<file path="src/rtl/bram_pipe.sv">
// Simple-dual-port block RAM with byte-enable writes, a 1..4 stage read pipeline and a response-valid strobe.
// Define BRAM_PIPE_CLEAR_EN to zero-fill the array after every reset, with BUSY_READ held high while it runs.
module bram_pipe #(
  parameter int width   = 32,
  parameter int n       = 5,
  parameter int size    = 32,
  parameter int latency = 1,
  parameter int mode    = 0
) (
  input  logic                    CLK,
  input  logic                    RST_N,
  input  logic                    READ_EN_WRITE,
  input  logic [n-1:0]            READ_REQ_WRITE,
  output logic [width-1:0]        READ_RESP_READ,
  output logic                    READ_VALID_READ,
  input  logic                    WRITE_EN_WRITE,
  input  logic [n-1:0]            WRITE_INDEX_WRITE,
  input  logic [width-1:0]        WRITE_DATA_WRITE,
  input  logic [(width+7)/8-1:0]  WRITE_BE_WRITE,
  output logic                    BUSY_READ
);

  localparam int          BE     = (width + 7) / 8;
  localparam int          AW     = (size > 1) ? $clog2(size) : 1;
  localparam int          LAT    = (latency < 1) ? 1 : ((latency > 4) ? 4 : latency);
  localparam logic [31:0] SIZE_U = size;

  if (latency < 1 || latency > 4) begin : g_bad_latency
    $error("bram_pipe: latency must be in 1..4");
  end

  // Replace the enabled byte lanes of old_w with new_w; the top lane may be narrower than 8 bits.
  function automatic logic [width-1:0] merge_lanes(input logic [width-1:0] old_w,
                                                   input logic [width-1:0] new_w,
                                                   input logic [BE-1:0]    be);
    logic [width-1:0] r;
    r = old_w;
    for (int i = 0; i < width; i++) begin
      if (be[i/8]) r[i] = new_w[i];
    end
    return r;
  endfunction

  logic [width-1:0] mem [size];
  logic             busy;
  logic             wr_in_range;
  logic             rd_in_range;
  logic             wr_fire;
  logic             rd_acc;
  logic [width-1:0] rd_word;

  assign wr_in_range = (32'(WRITE_INDEX_WRITE) < SIZE_U);
  assign rd_in_range = (32'(READ_REQ_WRITE) < SIZE_U);
  assign wr_fire     = WRITE_EN_WRITE && !busy && wr_in_range;
  assign rd_acc      = READ_EN_WRITE && !busy;

`ifdef BRAM_PIPE_CLEAR_EN
  logic [AW-1:0] clr_cnt;
  logic          clr_busy;

  always_ff @(posedge CLK) begin
    if (!RST_N) begin
      clr_cnt  <= '0;
      clr_busy <= 1'b1;
    end else if (clr_busy) begin
      clr_cnt <= clr_cnt + 1'b1;
      if (clr_cnt == AW'(size - 1)) clr_busy <= 1'b0;
    end
  end

  assign busy = clr_busy;
`else
  assign busy = 1'b0;
`endif

  // User writes and clear writes are mutually exclusive because writes are refused while busy.
  always_ff @(posedge CLK) begin
    if (wr_fire)
      mem[WRITE_INDEX_WRITE[AW-1:0]] <= merge_lanes(mem[WRITE_INDEX_WRITE[AW-1:0]],
                                                    WRITE_DATA_WRITE, WRITE_BE_WRITE);
`ifdef BRAM_PIPE_CLEAR_EN
    if (clr_busy && RST_N) mem[clr_cnt] <= '0;
`endif
  end

  // Out-of-range reads return zero; mode 1 forwards same-cycle write lanes over the stored word.
  always_comb begin
    rd_word = '0;
    if (rd_in_range) begin
      rd_word = mem[READ_REQ_WRITE[AW-1:0]];
      if (mode == 1 && wr_fire && (WRITE_INDEX_WRITE == READ_REQ_WRITE))
        rd_word = merge_lanes(rd_word, WRITE_DATA_WRITE, WRITE_BE_WRITE);
    end
  end

  logic [width-1:0] dat_p [LAT];
  logic [LAT-1:0]   vld_p;

  // Stage 1 captures the array word; later stages are plain shift registers.
  always_ff @(posedge CLK) begin
    if (!RST_N) begin
      vld_p <= '0;
    end else begin
      vld_p[0] <= rd_acc;
      for (int k = 1; k < LAT; k++) vld_p[k] <= vld_p[k-1];
    end
  end

  // Each stage loads only behind a valid, so the last stage holds its value between responses.
  always_ff @(posedge CLK) begin
    if (rd_acc) dat_p[0] <= rd_word;
    for (int k = 1; k < LAT; k++) begin
      if (vld_p[k-1]) dat_p[k] <= dat_p[k-1];
    end
    if (!RST_N) dat_p[LAT-1] <= '0;
  end

  assign READ_RESP_READ  = dat_p[LAT-1];
  assign READ_VALID_READ = vld_p[LAT-1];
  assign BUSY_READ       = busy;

endmodule

</file>
<file path="config.mk">
export PLATFORM = sky130hd
export DESIGN_NAME = bram_pipe
export DESIGN_NICKNAME = d
export VERILOG_FILES = /design/src/rtl/bram_pipe.sv
export SDC_FILE = /design/constraint.sdc
export NUM_CORES = 1
export LEC_CHECK = 0
export CORE_ASPECT_RATIO = 2
export CORE_MARGIN = 4
export CORE_UTILIZATION = 61
export DETAILED_ROUTE_END_ITERATION = 16
export HOLD_SLACK_MARGIN = 0.15
export PLACE_DENSITY = 0.9
export SETUP_SLACK_MARGIN = 0.4
export SYNTH_ARGS = -nofsm -noshare
export SYNTH_HDL_FRONTEND = slang
export SYNTH_SLANG_ARGS = --single-unit
export TNS_END_PERCENT = 50
</file>
<file path="constraint.sdc">
create_clock -name CLK -period 4.79 [get_ports CLK]
set_input_delay 0.7185 -clock CLK [delete_from_list [all_inputs] [get_ports CLK]]
set_output_delay 0.7185 -clock CLK [all_outputs]
set_load 0.03 [all_outputs]
</file>
## Word level (Yosys, flattened, before mapping)

Memory sizes are Yosys's and may differ from the RTL's.
Cells that the tools add are included.

- Register bits after elaboration: 1
- RAM bits: 1056
- Input port bits: 50
- Output and inout bits: 34
- Logic and storage cells: 80
- Memories: 2

- Equality and inequality tests: 4
- Mux-type cells: 69
- Reductions and logical operators: 4

Memory list:

| memory | depth | bits a word | rd ports | clocked after memory_dff | write ports | RTL line | source |
|---|---|---|---|---|---|---|---|
| mem | 32 | 32 | 1 | 0 | 1 | 44 | `logic [width-1:0] mem [size];` |
| dat_p | 1 | 32 | 1 | 0 | 2 | 96 | `logic [width-1:0] dat_p [LAT];` |

Operator list:

| cell | count |
|---|---|
| 2-to-1 mux 1 bit | 69 |
| inequality test 2 bit (second input constant) | 4 |
| AND reduction 2 bit | 4 |

## Logic depth before layout (Yosys ltp)

- Depth after elaboration: 3
- Gate-level depth with buffers: 8
- Depth with buffers taken out: 5

## Least setup slack after synthesis

Ideal clock, no wire load.

- Path type: input -> register
- Start: input READ_REQ_WRITE[0]
- End: memory dat_p[0][25]
- Setup time: 70 ps
- Arrival time: 2142 ps
- Required time: 4720 ps
- Slack: 2578 ps
- Stages on the path: 8
- Buffers on the path: 3
- Path through: buf_4 > buf_8 > buf_6 > mux2i_1 > a22oi_1 > a21oi_1 > or4_1 > a21oi_1

RTL lines:

| what | RTL line | source |
|---|---|---|
| start: declaration | 13 | `input logic [n-1:0] READ_REQ_WRITE,` |
| end: declaration | 96 |  |

==> results.md <==
* Outcome: finished, final reports clean
* Mapped Cells at 2,388
* Clock Sinks at 1,057
* Vertical extent of the die at 376 um
* Setup repair after global routing missed its margin: no
* Number of CTS-inserted buffers at 80
* Total half-perimeter wirelength after legalization and detailed placement at 62,500 um
* ANT nets after route at 0
* Mean post-synth cell area at 17.3 um2
* Initial antenna violation count at 2
* Setup crit end kind: flip-flop
* WP buf/inv at 2
* Pin count of the biggest net entering global routing at 129
* Wire per inst at 30.7 um
* Leading cell type in the layout, fill and taps excluded: edfxtp_1
* Post-CTS Hold Buffers at 0
* Final hold slack at 0.530 ns
* Post-route clock skew at 0.0177 ns
* Distinct cell type count of the synthesized netlist at 24
* Initial cell density of the core at 61.7%
* Nature of the critical path startpoint: input port
* Core region area at 0.0669 mm2
* Gp weighted congestion at 0.888
* Chip Width at 192 um
* R2R Path End: dat_p[0][29]
* Setup TNS after final layout at 0 ns
* Power Density at 398 mW/mm2
* Post-synthesis register bit count at 1,057
* Worst R2R Setup Slack at 2.90 ns
* Origin of the worst min-delay path: dat_p[0][6]
* Tot GR Track Use at 28.6%
* Switching power of the nets at 3.91 mW
* Max Clock Freq at 327 MHz
* Layout cells sized above 1 at 6.82%
* Post-CTS sizing at 0
* Number of buffers added on ports at 82
* Final number of hold-violating endpoints at 0
* Commonest non-fill, non-tap cells in the layout: edfxtp_1 (1,024), mux2i_1 (512), a22oi_1 (256), a21oi_1 (160), nor2_1 (130)
* Sequential cell area fraction in the yosys report at 76.1%
* Root buf cell: clkbuf_16
* DRT Wirelength at 104,000 um
* Post-route clock period utilization at 63.9%
* Slowest library cell on the worst path: and2_4
* Floorplan row count at 134
* Launch point of the worst reg-to-reg path: mem[27][29]
* Internal power component at 14.2 mW
* Max Slew Vio Count at 0
* Most repeated library cell on the critical path: a21oi_1
* Maximum Capacitance Violations at 0
* Die Footprint at 0.0722 mm2
* Actual slew at the worst max-slew pin at 1.48 ns
* DRT Pass-1 Iters at 8
* Maximum net fanout on the critical path at 79
* Post-layout net count at 2,489
* Count of unresolved DRC violations after routing at 0
* Total number of yosys warnings at 0
* Gate family responsible for the most delay along the worst path: simple AND/OR/NAND/NOR gates
* Worst Path Class, Setup: input port to flip-flop
* # Post-CTS Setup Buffers at 0
* Clock latency at the later pin of the worst-skew pair at 0.66 ns
* Instance count along the most critical hold path at 2
* Worst path max stage delay at 0.94 ns
* Total overflow reported by the global router at 0
* Sequential fraction of design power at 56.8%
* Total via count in the routed design at 23,400
* Critical Path RT at 5.29 ns
* Switching share of power at 21.6%
* Vias in the first global route at 23,300
* Cell area after synthesis at 0.0413 mm2
* Clock tree buffer depth at 3
* Number of failing setup endpoints in the final timing report at 0
* Hold Path Class: flip-flop to flip-flop
* Relative slew margins at 1.17%
* Layout-stage area growth over the synthesis result at 9.90%
* Initial drt markers at 3,708
* Post-route insts no fill at 3,391
* Deepest level of the CTS H-tree at 3
* Maximum ir drop on the vdd rail at 0.325 mV
* Share of total power in the clock network at 37.3%
* Min-Delay Endpoint: dat_p[0][6]
* Combinational cell fraction of total power at 5.9%
* Number of placed instances with taps included at 3,241
* Avg Vias per Cell at 6.89
* Shortest period the worst path allows at 3.06 ns
* Post-synthesis net count at 2,438
* R2r worst-path depth at 5
* Count of boundary I/O pins at 84
* TritonCTS clock tree: done
* Clock Pin Slew Worst Setup and Hold Paths at 0.07 ns
* Wire length of the first global-routing pass at 151,000 um
* Leakage power at 15.4 nW
* Cells along the critical path: clkdlybuf4s50_1 -> and2_4 -> buf_12 -> a22oi_1 -> a21oi_1 -> or4_1 -> a21oi_1
* Arrival time at the worst endpoint at 3.56 ns
## tightest hold or removal path: cells and delay by family, from the launching register on
kind / cells / cell delay [ns]
flip-flops: 1 / 0.32
AO/OA/AOI/OAI: 2 / 0.17
## layer usage
layer	GRT usage, %	share of wire [%]
met1	34.1	32
met2	47.7	50
met3	5.56	10
met4	17.8	8.1
met5	0	0.0077
## sequential cells by signal, summed over array words and instances, names as in the netlist
register / cells
READ_VALID_READ: 1
dat_p: 32
mem: 1024
## per-stage QoR
stage	setup WS [ns]	util [%]	cell area [um2]	total power, mW
2_1_floorplan	2.58	-	41300	11.0
3_3_place_gp	1.34	63.9	42800	11.4
3_5_place_dp	1.26	63.9	42800	11.5
4_1_cts	1.90	67.8	45400	18.0
5_1_grt	1.63	67.8	45400	18.5
6_report	1.73	67.8	45400	18.1
## cell families after synthesis
kind of cell / count (synthesis) / synth area share (%)
buf+inv: 152 / 2.13
simple gates: 218 / 2.39
flops: 1057 / 76.1
other cells: 1 / 0.00908
mux: 512 / 12.4
compound gates: 448 / 6.98
## worst max-delay path by stage
stage / end / cells past startpoint / slack [ns] / start
finish: dat_p[0][8] / 7 / 1.73 / READ_REQ_WRITE[1]
CTS: mem[10][13] / 4 / 1.90 / WRITE_INDEX_WRITE[3]
global placement: dat_p[0][8] / 7 / 1.34 / READ_REQ_WRITE[1]
floorplan: dat_p[0][25] / 8 / 2.58 / READ_REQ_WRITE[0]
detailed placement: dat_p[0][8] / 7 / 1.26 / READ_REQ_WRITE[1]
global route: dat_p[0][8] / 7 / 1.63 / READ_REQ_WRITE[1]
## final cells by class
class                           instances  area, um2
Sequential cell                      1057      31400
Fill cell                            3827      21500
Multi-Input combinational cell       1179       9020
Clock buffer                          111       2290
Timing Repair Buffer                  121       1220
Tap cell                              884       1110
Clock inverter                         38        320
Antenna cell                            1       2.50
## power by group through the flow
stage          combinational [mW]  sequential (mW)  clock (mW)
2_1_floorplan               0.543             10.5           0
3_3_place_gp                0.985             10.5           0
6_report                     1.07             10.3        6.73
5_1_grt                      1.11             10.3        7.12
4_1_cts                      1.05             10.3        6.72
3_5_place_dp                 1.03             10.5           0
## cells in the mapped netlist
library cell	instances	area [um2]
a22oi_1	256	1920
edfxtp_1	1024	30700
nor2_1	131	492
nand2b_1	2	12.5
or4_1	32	240
and2_1	3	18.8
or2_2	1	6.26
buf_1	18	67.6
o21ai_0	32	160
and3_1	1	6.26
and3b_1	2	17.5
buf_4	32	240
dfxtp_1	33	661
a21oi_1	160	801
clkbuf_4	3	22.5
nor3_1	1	5.00
nor3b_1	3	22.5
clkbuf_1	76	285
buf_6	22	248
nand2_1	38	143
buf_8	1	15.0
mux2i_1	512	5120
conb_1	1	3.75
nor2b_1	4	25.0
(Power assumes the default switching activity.)
